$ cat config.mk
export PLATFORM = sky130hd
export DESIGN_NAME = ybus_arbiter
export DESIGN_NICKNAME = d
export VERILOG_FILES = /design/src/rtl/ybus_arbiter.sv
export SDC_FILE = /design/constraint.sdc
export NUM_CORES = 1
export LEC_CHECK = 0
export BUFFER_PORTS_ARGS = -buffer_cell sky130_fd_sc_hd__buf_2
export CAP_MARGIN = 0
export CORE_UTILIZATION = 40
export CTS_BUF_LIST = sky130_fd_sc_hd__clkbuf_8
export DETAILED_ROUTE_END_ITERATION = 8
export PLACE_DENSITY = 0.75
export SETUP_SLACK_MARGIN = 0.5
export SLEW_MARGIN = 10
export SYNTH_ARGS = -nofsm -noshare
export SYNTH_HDL_FRONTEND = slang
export SYNTH_SLANG_ARGS = --single-unit
$ cat constraint.sdc
create_clock -name clk -period 7.1 [get_ports clk]
set_input_delay 0.355 -clock clk [delete_from_list [all_inputs] [get_ports clk]]
set_output_delay 0.355 -clock clk [all_outputs]
set_load 0.1 [all_outputs]
$ cat src/rtl/ybus_arbiter.sv
// Round-robin arbiter sharing one 4-phase Y channel among NREQ write buffers.
// Latches the winner's data/parity at grant and flags parity mismatches.
module ybus_arbiter #(
  parameter int NREQ = 4,
  parameter int DW   = 32,
  parameter int CNTW = 8
) (
  input  logic               clk,
  input  logic               rst,
  input  logic               PARITYSEL,
  input  logic [NREQ-1:0]    req_i,
  input  logic [NREQ*DW-1:0] data_i,
  input  logic [NREQ-1:0]    parity_i,
  output logic [NREQ-1:0]    ack_o,
  output logic               YREQ,
  output logic [DW-1:0]      YDATA,
  output logic               YPARITY,
  input  logic               YACK,
  output logic [NREQ-1:0]    grant_o,
  output logic               busy_o,
  output logic               perr_o,
  output logic [CNTW-1:0]    perr_count_o
);

  localparam int IW = $clog2(NREQ);

  typedef enum logic [1:0] {ST_IDLE, ST_FWD, ST_RELEASE} state_t;

  state_t          r_state;
  logic [IW-1:0]   r_last;
  logic [IW-1:0]   r_gidx;

  logic [DW-1:0]   w_data [NREQ];
  logic            w_found;
  logic [IW-1:0]   w_gidx;
  logic [IW:0]     w_j;
  logic            w_perr;

  genvar gi;
  generate
    for (gi = 0; gi < NREQ; gi++) begin : g_slice
      assign w_data[gi] = data_i[gi*DW +: DW];
    end
  endgenerate

  // Scan downward so the candidate closest to r_last+1 is written last and wins.
  always_comb begin
    w_found = 1'b0;
    w_gidx  = '0;
    w_j     = '0;
    for (int i = NREQ - 1; i >= 0; i--) begin
      w_j = {1'b0, r_last} + (IW+1)'(i) + (IW+1)'(1);
      if (w_j >= (IW+1)'(NREQ)) begin
        w_j = w_j - (IW+1)'(NREQ);
      end
      if (req_i[w_j[IW-1:0]]) begin
        w_found = 1'b1;
        w_gidx  = w_j[IW-1:0];
      end
    end
  end

  assign w_perr = parity_i[w_gidx] != ((^w_data[w_gidx]) ^ PARITYSEL);
  assign busy_o = (r_state != ST_IDLE);

  always_ff @(posedge clk or negedge rst) begin
    if (!rst) begin
      r_state      <= ST_IDLE;
      r_last       <= IW'(NREQ - 1);
      r_gidx       <= '0;
      ack_o        <= '0;
      YREQ         <= 1'b0;
      YDATA        <= '0;
      YPARITY      <= 1'b0;
      grant_o      <= '0;
      perr_o       <= 1'b0;
      perr_count_o <= '0;
    end else begin
      perr_o <= 1'b0;
      case (r_state)
        ST_IDLE: begin
          // A stale YACK from the previous consumer cycle blocks new grants.
          if (w_found && !YACK) begin
            r_state <= ST_FWD;
            r_gidx  <= w_gidx;
            r_last  <= w_gidx;
            grant_o <= NREQ'(1) << w_gidx;
            YDATA   <= w_data[w_gidx];
            YPARITY <= parity_i[w_gidx];
            YREQ    <= 1'b1;
            if (w_perr) begin
              perr_o <= 1'b1;
              if (perr_count_o != '1) begin
                perr_count_o <= perr_count_o + CNTW'(1);
              end
            end
          end
        end
        ST_FWD: begin
          if (YACK) begin
            YREQ          <= 1'b0;
            ack_o[r_gidx] <= 1'b1;
            r_state       <= ST_RELEASE;
          end
        end
        ST_RELEASE: begin
          if (!YACK && !req_i[r_gidx]) begin
            ack_o   <= '0;
            grant_o <= '0;
            r_state <= ST_IDLE;
          end
        end
        default: r_state <= ST_IDLE;
      endcase
    end
  end

endmodule

==> key figures <==
Setup path
  • CP cell instances: nand2b_1 -> o21ai_2 -> a211o_2 -> buf_4 -> or3_1 -> nand4_1 -> xnor2_1 -> xnor2_1 -> xnor2_1 -> xnor3_2 -> nor2_1 -> mux2_1
  • Worst path bufs/invs: 1
  • Worst EP arrival: 4.14 ns
  • Crit-path max FO: 39
  • Cell count along the critical path: 12
  • Setup crit end kind: flop
  • Worst path top cell family by delay: simple AND/OR/NAND/NOR gates
  • Worst R2R Setup Slack: 3.17 ns
  • Req. time, crit path: 7.31 ns
  • Startpoint types: flop
  • CP Class: flop to flop
  • Critical path's slowest cell: a211o_2
  • Crit path largest cell delay: 0.64 ns
  • Most used cell, CP: xnor2_1
  • Cells on worst reg2reg path: 12

Timing
  • Setup TNS: 0 ns
  • F_max: 254 MHz
  • Setup-failing EPs final: 0
  • Rel. slew slack: 0.496
  • Slew @ Worst Pin: 0.756 ns
  • Tcrit/Tclk final: 0.554
  • Max-slew violations: 0
  • Tmin final: 3.93 ns
  • RSZ-0062 raised after global routing: no
  • Fin worst setup slack: 3.17 ns
  • Max Clock Skew: 0.00999 ns
  • Final Hold Fails: 0

Yosys
  • Synth area leader: dfrtp_1
  • Synth Warn #: 0
  • Gate Count Post-Synth: 466
  • Syn Nets: 607
  • Number of synthesized flops with an enable pin: 0
  • Most instantiated cells after synthesis: 115 x nand2_1, 55 x dfrtp_1, 52 x xnor2_1
  • Yosys top cell area share: 0.337
  • Register area share after synthesis: 0.350
  • FFs w/ async S/R, synth: 1.00
  • Largest cells by area after synthesis: dfrtp_1 34%, xnor2_1 11%, nand2_1 11%
  • Distinct cells, synth: 46
  • #FFs+latches synth: 57
  • Top FF cell, synth: dfrtp_1
  • Mapped cell area: 4090 um2
  • Top-count cell post-synth: nand2_1
  • Syn avg cell area: 8.77 um2

Clock network
  • Inserted Clock Buffers: 9
  • Clock root cell: clkbuf_8
  • Setup repair bufs after CTS: 0
  • CTS Buffer Depth: 2
  • Clock Sinks: 57
  • Worst skew pair latency: 0.34 ns
  • Post-CTS Hold Buffers: 0
  • H-tree Lvls: 3
  • Post-CTS sizing: 0
  • CTS tree: yes
  • CTS clk-pin slew, worst paths: 0.07 ns

Drt
  • Via/cell ratio: 4.90
  • Final WL: 10,900 um
  • ANT nets after route: 0
  • Via count: 3,844
  • DRT Pass-1 Iters: 4
  • Routed WL per cell: 13.9 um
  • Drt drc: 0
  • Iteration-0 DRC Markers: 129

Layout
  • Final Core Density: 0.541
  • Number of antenna diodes: 0
  • Layout cell share with drive strength beyond 1: 0.379
  • Post-route cell area: 5320 um2
  • Nets: 787
  • Layout area overhead: 30.1%
  • Fill count: 930

Global routing
  • Tot GR Track Use: 0.201
  • Congestion Overflow GR: 0
  • First-pass GRT wire length: 16,300 um
  • Initial antenna violation count: 0
  • Vias in the first global route: 3,565
  • Largest net degree at the start of global routing: 63

Placement
  • PortBufs: 191
  • Pre-CTS setup slack: 3.11 ns
  • Hpwl dp: 8440 um
  • Post-DP Area: 5120 um2
  • GPL Wtd Cong: 0.834

Die
  • Die Y-Extent: 103 um
  • FP Rows: 36
  • Chip Width: 103 um
  • # IOs: 192
  • Die area: 10,600 um2
  • Core ar.: 9820 um2
  • Initial core utilization: 0.416

Hold path
  • Worst min path class: input port to asynchronous set/reset pin

Flow run
  • Max-cap check violation count: 0

Status
  • Status: finished, final reports clean
-- sequential cells by signal, summed over array words and instances, names as in the netlist --
signal,cells
YDATA,32
perr_count_o,8
ack_o,4
grant_o,4
r_gidx,2
r_last,2
r_state,2
YPARITY,1
YREQ,1
perr_o,1
-- path summary, 6_finish.rpt --
path                       startpoint         endpoint
max                         r_last[0]  perr_count_o[1]
min                               rst        YDATA[31]
max reg2reg                 r_last[0]  perr_count_o[1]
min reg2reg                 YDATA[11]        YDATA[11]
max in group asynchronous         rst        YDATA[18]
min in group clk                 YACK       r_state[0]
-- placed cells by master, fill, tap and decap left out, types with 4 or more instances in the layout --
cell / netlist / final
a32o_1: 4 / 4
buf_2: 5 / 191
buf_4: 2 / 5
clkbuf_8: 0 / 10
dfrtp_1: 55 / 55
inv_1: 5 / 6
mux2_2: 20 / 20
mux2i_1: 41 / 41
nand2_1: 115 / 115
nand3_1: 21 / 21
nor2_1: 13 / 13
nor3_1: 7 / 7
o21ai_0: 50 / 50
xnor2_1: 52 / 52
xor2_1: 17 / 17
-- area by class of cell --
| type | count | area, um2 | area share |
|---|---|---|---|
| inverter | 5 | 18.8 | 0.00353 |
| sequential | 57 | 1430 | 0.269 |
| tap | 133 | 166 | 0.0313 |
| timing repair buffer | 196 | 993 | 0.187 |
| clock buffer | 10 | 138 | 0.0259 |
| clock inverter | 6 | 58.8 | 0.0111 |
| multi-input combinational | 377 | 2510 | 0.472 |
-- metrics by stage --
step | cells | hold WS [ns]
after floorplan | 466 | 0.0594
after global placement | 768 | 0.458
after detailed placement | 768 | 0.466
after CTS | 784 | 0.183
after global routing | 784 | 0.221
final | 784 | 0.144
-- cell families after synthesis --
group,count (synthesis),synth area share
AOI/OAI and AO/OA,69,0.103
buffers and inverters,32,0.0364
and+or+nand+nor,171,0.178
DFF,57,0.350
muxes,63,0.164
adders and majority gates,1,0.00306
xor gates and xnor gates,73,0.166
-- worst reg2reg max path, delay by kind of cell (launching register included) --
| family | cells | cell delay (ns) |
|---|---|---|
| AOI/OAI and AO/OA | 2 | 0.75 |
| xor gates and xnor gates | 4 | 0.82 |
| buffers and inverters | 1 | 0.40 |
| DFF | 1 | 0.53 |
| muxes | 1 | 0.35 |
| and+or+nand+nor | 4 | 0.95 |
-- per-layer routing --
metal	routed length, um	up-vias	global-route usage
met1	4520	1763	0.237
met3	819	12	0.0495
met4	155	0	0.0867
met5	0	-	0
li1	-	1933	-
met2	5390	136	0.348
Power is left out: the tool's default activity adds up to more than one toggle a clock period on the data nets, which glitch-free logic cannot reach.
